--- src/rtl/seven_seg_scanner.sv ---
// Multiplexed common-anode seven-segment driver: a load strobe samples a binary value, a serial
// double-dabble engine converts it to BCD, and a prescaled scanner drives one digit at a time.
module seven_seg_scanner #(
  parameter int unsigned NUM_DIGITS = 4,
  parameter int unsigned BIN_WIDTH  = 14,
  parameter int unsigned SCAN_DIV   = 100000
) (
  input  logic                  CLK,
  input  logic                  RESET_N,
  input  logic [BIN_WIDTH-1:0]  value,
  input  logic                  load,
  input  logic [NUM_DIGITS-1:0] dp_mask,
  input  logic                  blank_lz,
  input  logic                  enable,
  output logic [NUM_DIGITS-1:0] an,
  output logic [6:0]            seg,
  output logic                  dp,
  output logic                  busy,
  output logic                  overflow
);

  localparam int unsigned BcdW = 4 * NUM_DIGITS;
  localparam int unsigned CntW = (BIN_WIDTH > 1) ? $clog2(BIN_WIDTH) : 1;
  localparam int unsigned PscW = $clog2(SCAN_DIV);
  localparam int unsigned IdxW = (NUM_DIGITS > 1) ? $clog2(NUM_DIGITS) : 1;

  function automatic logic [31:0] pow10(input int unsigned n);
    logic [31:0] p;
    p = 32'd1;
    for (int unsigned k = 0; k < n; k++) begin
      p = p * 32'd10;
    end
    return p;
  endfunction

  localparam logic [31:0] OvfLimit = pow10(NUM_DIGITS);

  function automatic logic [6:0] seg_decode(input logic [3:0] d);
    case (d)
      4'd0:    return 7'b1000000;
      4'd1:    return 7'b1111001;
      4'd2:    return 7'b0100100;
      4'd3:    return 7'b0110000;
      4'd4:    return 7'b0011001;
      4'd5:    return 7'b0010010;
      4'd6:    return 7'b0000010;
      4'd7:    return 7'b1111000;
      4'd8:    return 7'b0000000;
      4'd9:    return 7'b0010000;
      default: return 7'h7F;
    endcase
  endfunction

  typedef enum logic [1:0] {
    StIdle,
    StConvert,
    StCommit
  } state_e;

  // Converter state
  state_e                r_state, w_state_d;
  logic [BIN_WIDTH-1:0]  r_bin, w_bin_d;
  logic [BcdW-1:0]       r_bcd, w_bcd_d;
  logic [BcdW-1:0]       w_bcd_adj;
  logic [CntW-1:0]       r_cnt, w_cnt_d;
  logic                  r_ovf_cap, w_ovf_cap_d;
  logic                  r_pend_vld, w_pend_vld_d;
  logic [BIN_WIDTH-1:0]  r_pend_val, w_pend_val_d;
  logic [BcdW-1:0]       r_disp, w_disp_d;
  logic                  r_overflow, w_overflow_d;
  logic [BIN_WIDTH-1:0]  w_start_val;
  logic [31:0]           w_start_ext;

  // Scanner state
  logic [PscW-1:0]       r_presc, w_presc_d;
  logic [IdxW-1:0]       r_idx, w_idx_d;
  logic [NUM_DIGITS-1:0] r_an, w_an_d;
  logic [6:0]            r_seg, w_seg_d;
  logic                  r_dp, w_dp_d;
  logic [3:0]            w_digit;
  logic                  w_lz_blank;

  // A strobe arriving in the commit cycle is newer than anything held as pending.
  always_comb begin
    w_start_val = load ? value : r_pend_val;
    w_start_ext = 32'(w_start_val);
  end

  always_comb begin
    w_bcd_adj = r_bcd;
    for (int unsigned i = 0; i < NUM_DIGITS; i++) begin
      if (r_bcd[4*i +: 4] >= 4'd5) begin
        w_bcd_adj[4*i +: 4] = r_bcd[4*i +: 4] + 4'd3;
      end
    end
  end

  always_comb begin
    w_state_d    = r_state;
    w_bin_d      = r_bin;
    w_bcd_d      = r_bcd;
    w_cnt_d      = r_cnt;
    w_ovf_cap_d  = r_ovf_cap;
    w_pend_vld_d = r_pend_vld;
    w_pend_val_d = r_pend_val;
    w_disp_d     = r_disp;
    w_overflow_d = r_overflow;
    case (r_state)
      StIdle: begin
        if (load) begin
          w_state_d   = StConvert;
          w_bin_d     = value;
          w_bcd_d     = '0;
          w_cnt_d     = '0;
          w_ovf_cap_d = (32'(value) >= OvfLimit);
        end
      end
      StConvert: begin
        if (load) begin
          w_pend_vld_d = 1'b1;
          w_pend_val_d = value;
        end
        w_bcd_d = {w_bcd_adj[BcdW-2:0], r_bin[BIN_WIDTH-1]};
        w_bin_d = r_bin << 1;
        w_cnt_d = r_cnt + 1'b1;
        if (r_cnt == CntW'(BIN_WIDTH - 1)) begin
          w_state_d = StCommit;
        end
      end
      StCommit: begin
        w_disp_d     = r_bcd;
        w_overflow_d = r_ovf_cap;
        if (load || r_pend_vld) begin
          w_state_d    = StConvert;
          w_bin_d      = w_start_val;
          w_bcd_d      = '0;
          w_cnt_d      = '0;
          w_ovf_cap_d  = (w_start_ext >= OvfLimit);
          w_pend_vld_d = 1'b0;
        end else begin
          w_state_d = StIdle;
        end
      end
      default: w_state_d = StIdle;
    endcase
  end

  always_ff @(posedge CLK or negedge RESET_N) begin
    if (!RESET_N) begin
      r_state    <= StIdle;
      r_bin      <= '0;
      r_bcd      <= '0;
      r_cnt      <= '0;
      r_ovf_cap  <= 1'b0;
      r_pend_vld <= 1'b0;
      r_pend_val <= '0;
      r_disp     <= '0;
      r_overflow <= 1'b0;
    end else begin
      r_state    <= w_state_d;
      r_bin      <= w_bin_d;
      r_bcd      <= w_bcd_d;
      r_cnt      <= w_cnt_d;
      r_ovf_cap  <= w_ovf_cap_d;
      r_pend_vld <= w_pend_vld_d;
      r_pend_val <= w_pend_val_d;
      r_disp     <= w_disp_d;
      r_overflow <= w_overflow_d;
    end
  end

  always_comb begin
    w_presc_d = r_presc + 1'b1;
    w_idx_d   = r_idx;
    if (r_presc == PscW'(SCAN_DIV - 1)) begin
      w_presc_d = '0;
      w_idx_d   = (r_idx == IdxW'(NUM_DIGITS - 1)) ? '0 : r_idx + 1'b1;
    end
  end

  // Digit i>0 goes dark only when it and every more-significant digit are zero.
  always_comb begin
    w_digit    = r_disp[{r_idx, 2'b00} +: 4];
    w_lz_blank = blank_lz && !r_overflow && (r_idx != '0);
    for (int unsigned i = 0; i < NUM_DIGITS; i++) begin
      if ((i >= 32'(r_idx)) && (r_disp[4*i +: 4] != 4'd0)) begin
        w_lz_blank = 1'b0;
      end
    end
  end

  always_comb begin
    w_an_d  = '1;
    w_seg_d = 7'h7F;
    w_dp_d  = 1'b1;
    if (enable && !w_lz_blank) begin
      w_an_d  = ~(NUM_DIGITS'(1) << r_idx);
      w_seg_d = r_overflow ? 7'b0111111 : seg_decode(w_digit);
      w_dp_d  = ~dp_mask[r_idx];
    end
  end

  always_ff @(posedge CLK or negedge RESET_N) begin
    if (!RESET_N) begin
      r_presc <= '0;
      r_idx   <= '0;
      r_an    <= '1;
      r_seg   <= 7'h7F;
      r_dp    <= 1'b1;
    end else begin
      r_presc <= w_presc_d;
      r_idx   <= w_idx_d;
      r_an    <= w_an_d;
      r_seg   <= w_seg_d;
      r_dp    <= w_dp_d;
    end
  end

  assign an       = r_an;
  assign seg      = r_seg;
  assign dp       = r_dp;
  assign busy     = (r_state != StIdle);
  assign overflow = r_overflow;

endmodule

--- config.mk ---
export PLATFORM = sky130hd
export DESIGN_NAME = seven_seg_scanner
export DESIGN_NICKNAME = d
export VERILOG_FILES = /design/src/rtl/seven_seg_scanner.sv
export SDC_FILE = /design/constraint.sdc
export NUM_CORES = 1
export LEC_CHECK = 0
export ABC_AREA = 0
export BUFFER_PORTS_ARGS = -buffer_cell sky130_fd_sc_hd__buf_2
export CAP_MARGIN = 30
export CORE_MARGIN = 1.5
export CORE_UTILIZATION = 30
export CTS_CLUSTER_SIZE = 20
export DETAILED_ROUTE_END_ITERATION = 7
export PLACE_DENSITY_LB_ADDON = 0.2
export SETUP_SLACK_MARGIN = 0.4
export SLEW_MARGIN = 25
export SYNTH_ARGS = -nofsm -noshare
export SYNTH_HDL_FRONTEND = slang
export SYNTH_SLANG_ARGS = --single-unit
--- constraint.sdc ---
create_clock -name CLK -period 3.5 [get_ports CLK]
set_clock_uncertainty 0.1 [all_clocks]
set_input_delay 0 -clock CLK [delete_from_list [all_inputs] [get_ports CLK]]
set_output_delay 0 -clock CLK [all_outputs]
set_load 0.02 [all_outputs]
==> summary.txt <==
Highest-count cells in the layout ignoring fill and taps = dfrtp_1, o21ai_0, mux2_2, buf_2, nand2_1
HP Class = input port to register
CP max-delay cell = or2_2
Max-cap violations = 0
Vias in the first global route = 3810
Iteration-0 DRC Markers = 178
Clk sinks = 100
Die Wd = 135 µm
Synth unique cells = 50
Post-Synthesis Cells = 479
Placed Area = 0.00565 mm²
Power Density = 643 mW/mm²
Sequential area share after synthesis = 0.478
Flop2flop setup slack = 0.99 ns
Crit path DAT = 2.65 ns
Post-synth EDFFs = 0
TritonCTS buffer count = 9
Max FO, Critical Path = 34
Status = complete, no violations
Cell area after layout = 0.00617 mm²
GRT Residual Overflow = 0
Logic gate share of total power = 0.347
Core footprint = 0.0172 mm²
IO Count = 37
Number of port buffers = 36
Worst Setup End Kind = register
Rows = 48
Antenna diodes = 0
Postcts setup bufs = 0
Clk pwr share = 0.247
Internal power = 2.55 mW
Hold Violations, Final = 0
Synth async-reset ratio = 1.00
Top cell type's share of synthesized area = 0.419
Critical path launch point type = register
FMAX = 398 MHz
Drt wl/cell = 14.5 µm
Clock-pin slew on the worst setup and hold paths = 0.07 ns
Slew @ Worst Pin = 0.641 ns
GRT Util Overall = 0.130
Psw = 1.41 mW
Largest net degree at the start of global routing = 68
Initial antenna violation count = 0
FF+latch count, synth = 100
CP Cell Sequence = inv_1, ha_1, inv_1, a21oi_1, buf_4, or2_2, mux2_2
Hpwl dp = 7.61 mm
TNS Setup = 0 ns
RePlAce Congestion = 0.778
Netlist Area Pre-Place = 0.00526 mm²
Via density = 5.02
H-tree Lvls = 3
Worst EP required = 3.64 ns
Final ANT Viol Nets = 0
Unrepaired setup endpoints after global routing = false
Rel. slew slack = 0.572
Cell taking the most area after synthesis = dfrtp_1
Overall die height = 135 µm
CTS Root Cell = clkbuf_16
Final Core Density = 0.358
Total die area = 0.0183 mm²
Clk_lat worst skew = 0.35 ns
Total number of vias = 3807
Top cells by area, synth = dfrtp_1, mux2_2, ha_1, dfstp_2, a22o_1
Commonest non-fill, non-tap cell in the layout = dfrtp_1
TritonCTS clock tree = done
Nets@finish = 579
Syn Area/Cell = 11.0 µm²
Slew Limit Fails = 0
Yosys warns = 0
Crit share post-route = 0.717
Total wire length = 11.0 mm
Lkg Pwr = 2.71 nW
First-pass DRT Iterations = 5
Maximum clock path buffer count = 2
Initial Utilization = 0.305
Critical path type = register to register
First-pass GRT wire length = 18.9 mm
P&R area growth vs syn = 17.2%
Peak VDD IR = 393 µV
Share of layout cells above drive strength 1 = 0.225
Part of the power in registers = 0.406
Syn_nets = 530
CP dominant cell by count = inv_1
# DRC = 0
Final setup viols = 0
Predominant post-synthesis flop cell = dfrtp_1
Max incr delay on CP = 0.59 ns
Tmin final = 2.51 ns
Net Sw Frac = 0.357
-- sequential cells by signal (all words and copies together) (netlist names), 2 cells and up --
register,count
r_bcd,16
r_cnt,4
r_idx,2
r_disp,16
seg,7
r_pend_val,14
r_state,2
r_bin,14
an,4
r_presc,17
-- area by class of cell --
class | count | area, µm²
inverter | 25 | 93.8
multi-input combinational | 329 | 2530
timing repair buffer | 63 | 453
fill | 1721 | 11100
sequential | 100 | 2520
clock buffer | 11 | 253
tap | 225 | 282
clock inverter | 5 | 42.5
-- power groups by stage --
| stage | sequential [mW] | combinational [mW] | clock, mW |
|---|---|---|---|
| CTS | 1.61 | 1.38 | 1.02 |
| detailed placement | 1.63 | 1.37 | 0 |
| finish | 1.61 | 1.37 | 0.981 |
| floorplan | 1.63 | 0.990 | 0 |
| global route | 1.65 | 1.54 | 1.07 |
| global placement | 1.62 | 1.33 | 0 |
-- stage by stage --
step / worst slack (ns) / hold slack, ns / power [mW] / cells
after detailed placement: 0.990 / 0.0576 / 3.00 / 722
after global routing: 0.769 / 0.0669 / 4.26 / 758
after global placement: 1.06 / 0.0572 / 2.95 / 722
after floorplan: 1.40 / -0.396 / 2.62 / 479
after CTS: 0.978 / 0.0220 / 4.01 / 756
final: 0.990 / 0.0539 / 3.96 / 758
-- cell families (layout without fill, tap and decap cells) --
| kind of cell | Yosys count | count (layout) | synth area share |
|---|---|---|---|
| compound gates | 112 | 112 | 0.147 |
| xor+xnor | 17 | 17 | 0.0283 |
| fa+ha+maj | 28 | 28 | 0.0666 |
| buf+inv | 50 | 104 | 0.0414 |
| flops | 100 | 100 | 0.478 |
| mux | 51 | 51 | 0.121 |
| simple gates | 121 | 121 | 0.117 |
-- cells in the mapped netlist (all sizes together) (6+ instances only) --
cell,instances
a21oi,11
a222oi,7
a22o,24
buf,10
clkbuf,15
dfrtp,88
dfstp,12
ha,28
inv,25
mux2,40
mux2i,6
nand2,30
nand2b,9
nand3,17
nor2,28
nor3,6
o21ai,41
o31ai,12
xnor2,8
xor2,9
-- critical path, delay by kind of cell (launching register included) --
| family | cells | cell delay (ns) |
|---|---|---|
| AND/OR/NAND/NOR | 1 | 0.59 |
| buffers and inverters | 3 | 0.50 |
| multiplexers | 1 | 0.40 |
| AO/OA/AOI/OAI | 1 | 0.14 |
| flip-flops | 1 | 0.44 |
| adder cells (fa/ha/maj) | 1 | 0.23 |
-- timing repair --
action	CTS	global route
gates resized for setup	0	0
hold buffers	18	1
hold endpoints to repair	98	13
-- routing by layer --
metal,track usage,routed length [µm],vias to the layer above
met5,0,0,-
met4,0.0418,148,0
met3,0.0337,457,10
met2,0.213,5140,75
met1,0.168,5230,1880
li1,-,-,1842
-- path summary, 6_finish.rpt --
check                                       startpoint  depth (start not counted)                   endpoint
worst max-delay path            r_state[0]$_DFFE_PN0P_                          7       r_bin[9]$_DFFE_PN0P_
worst min-delay path                              load                          3      r_ovf_cap$_DFFE_PN0P_
worst max register to register  r_state[0]$_DFFE_PN0P_                          7       r_bin[9]$_DFFE_PN0P_
worst min register to register    overflow$_DFFE_PN0P_                          1           seg[6]$_DFF_PN1_
max in group asynchronous                      RESET_N                          5  r_pend_val[8]$_DFFE_PN0N_
min in group asynchronous                      RESET_N                          3      r_presc[11]$_DFF_PN0_
Note: power is estimated with default switching activity, not from simulation.
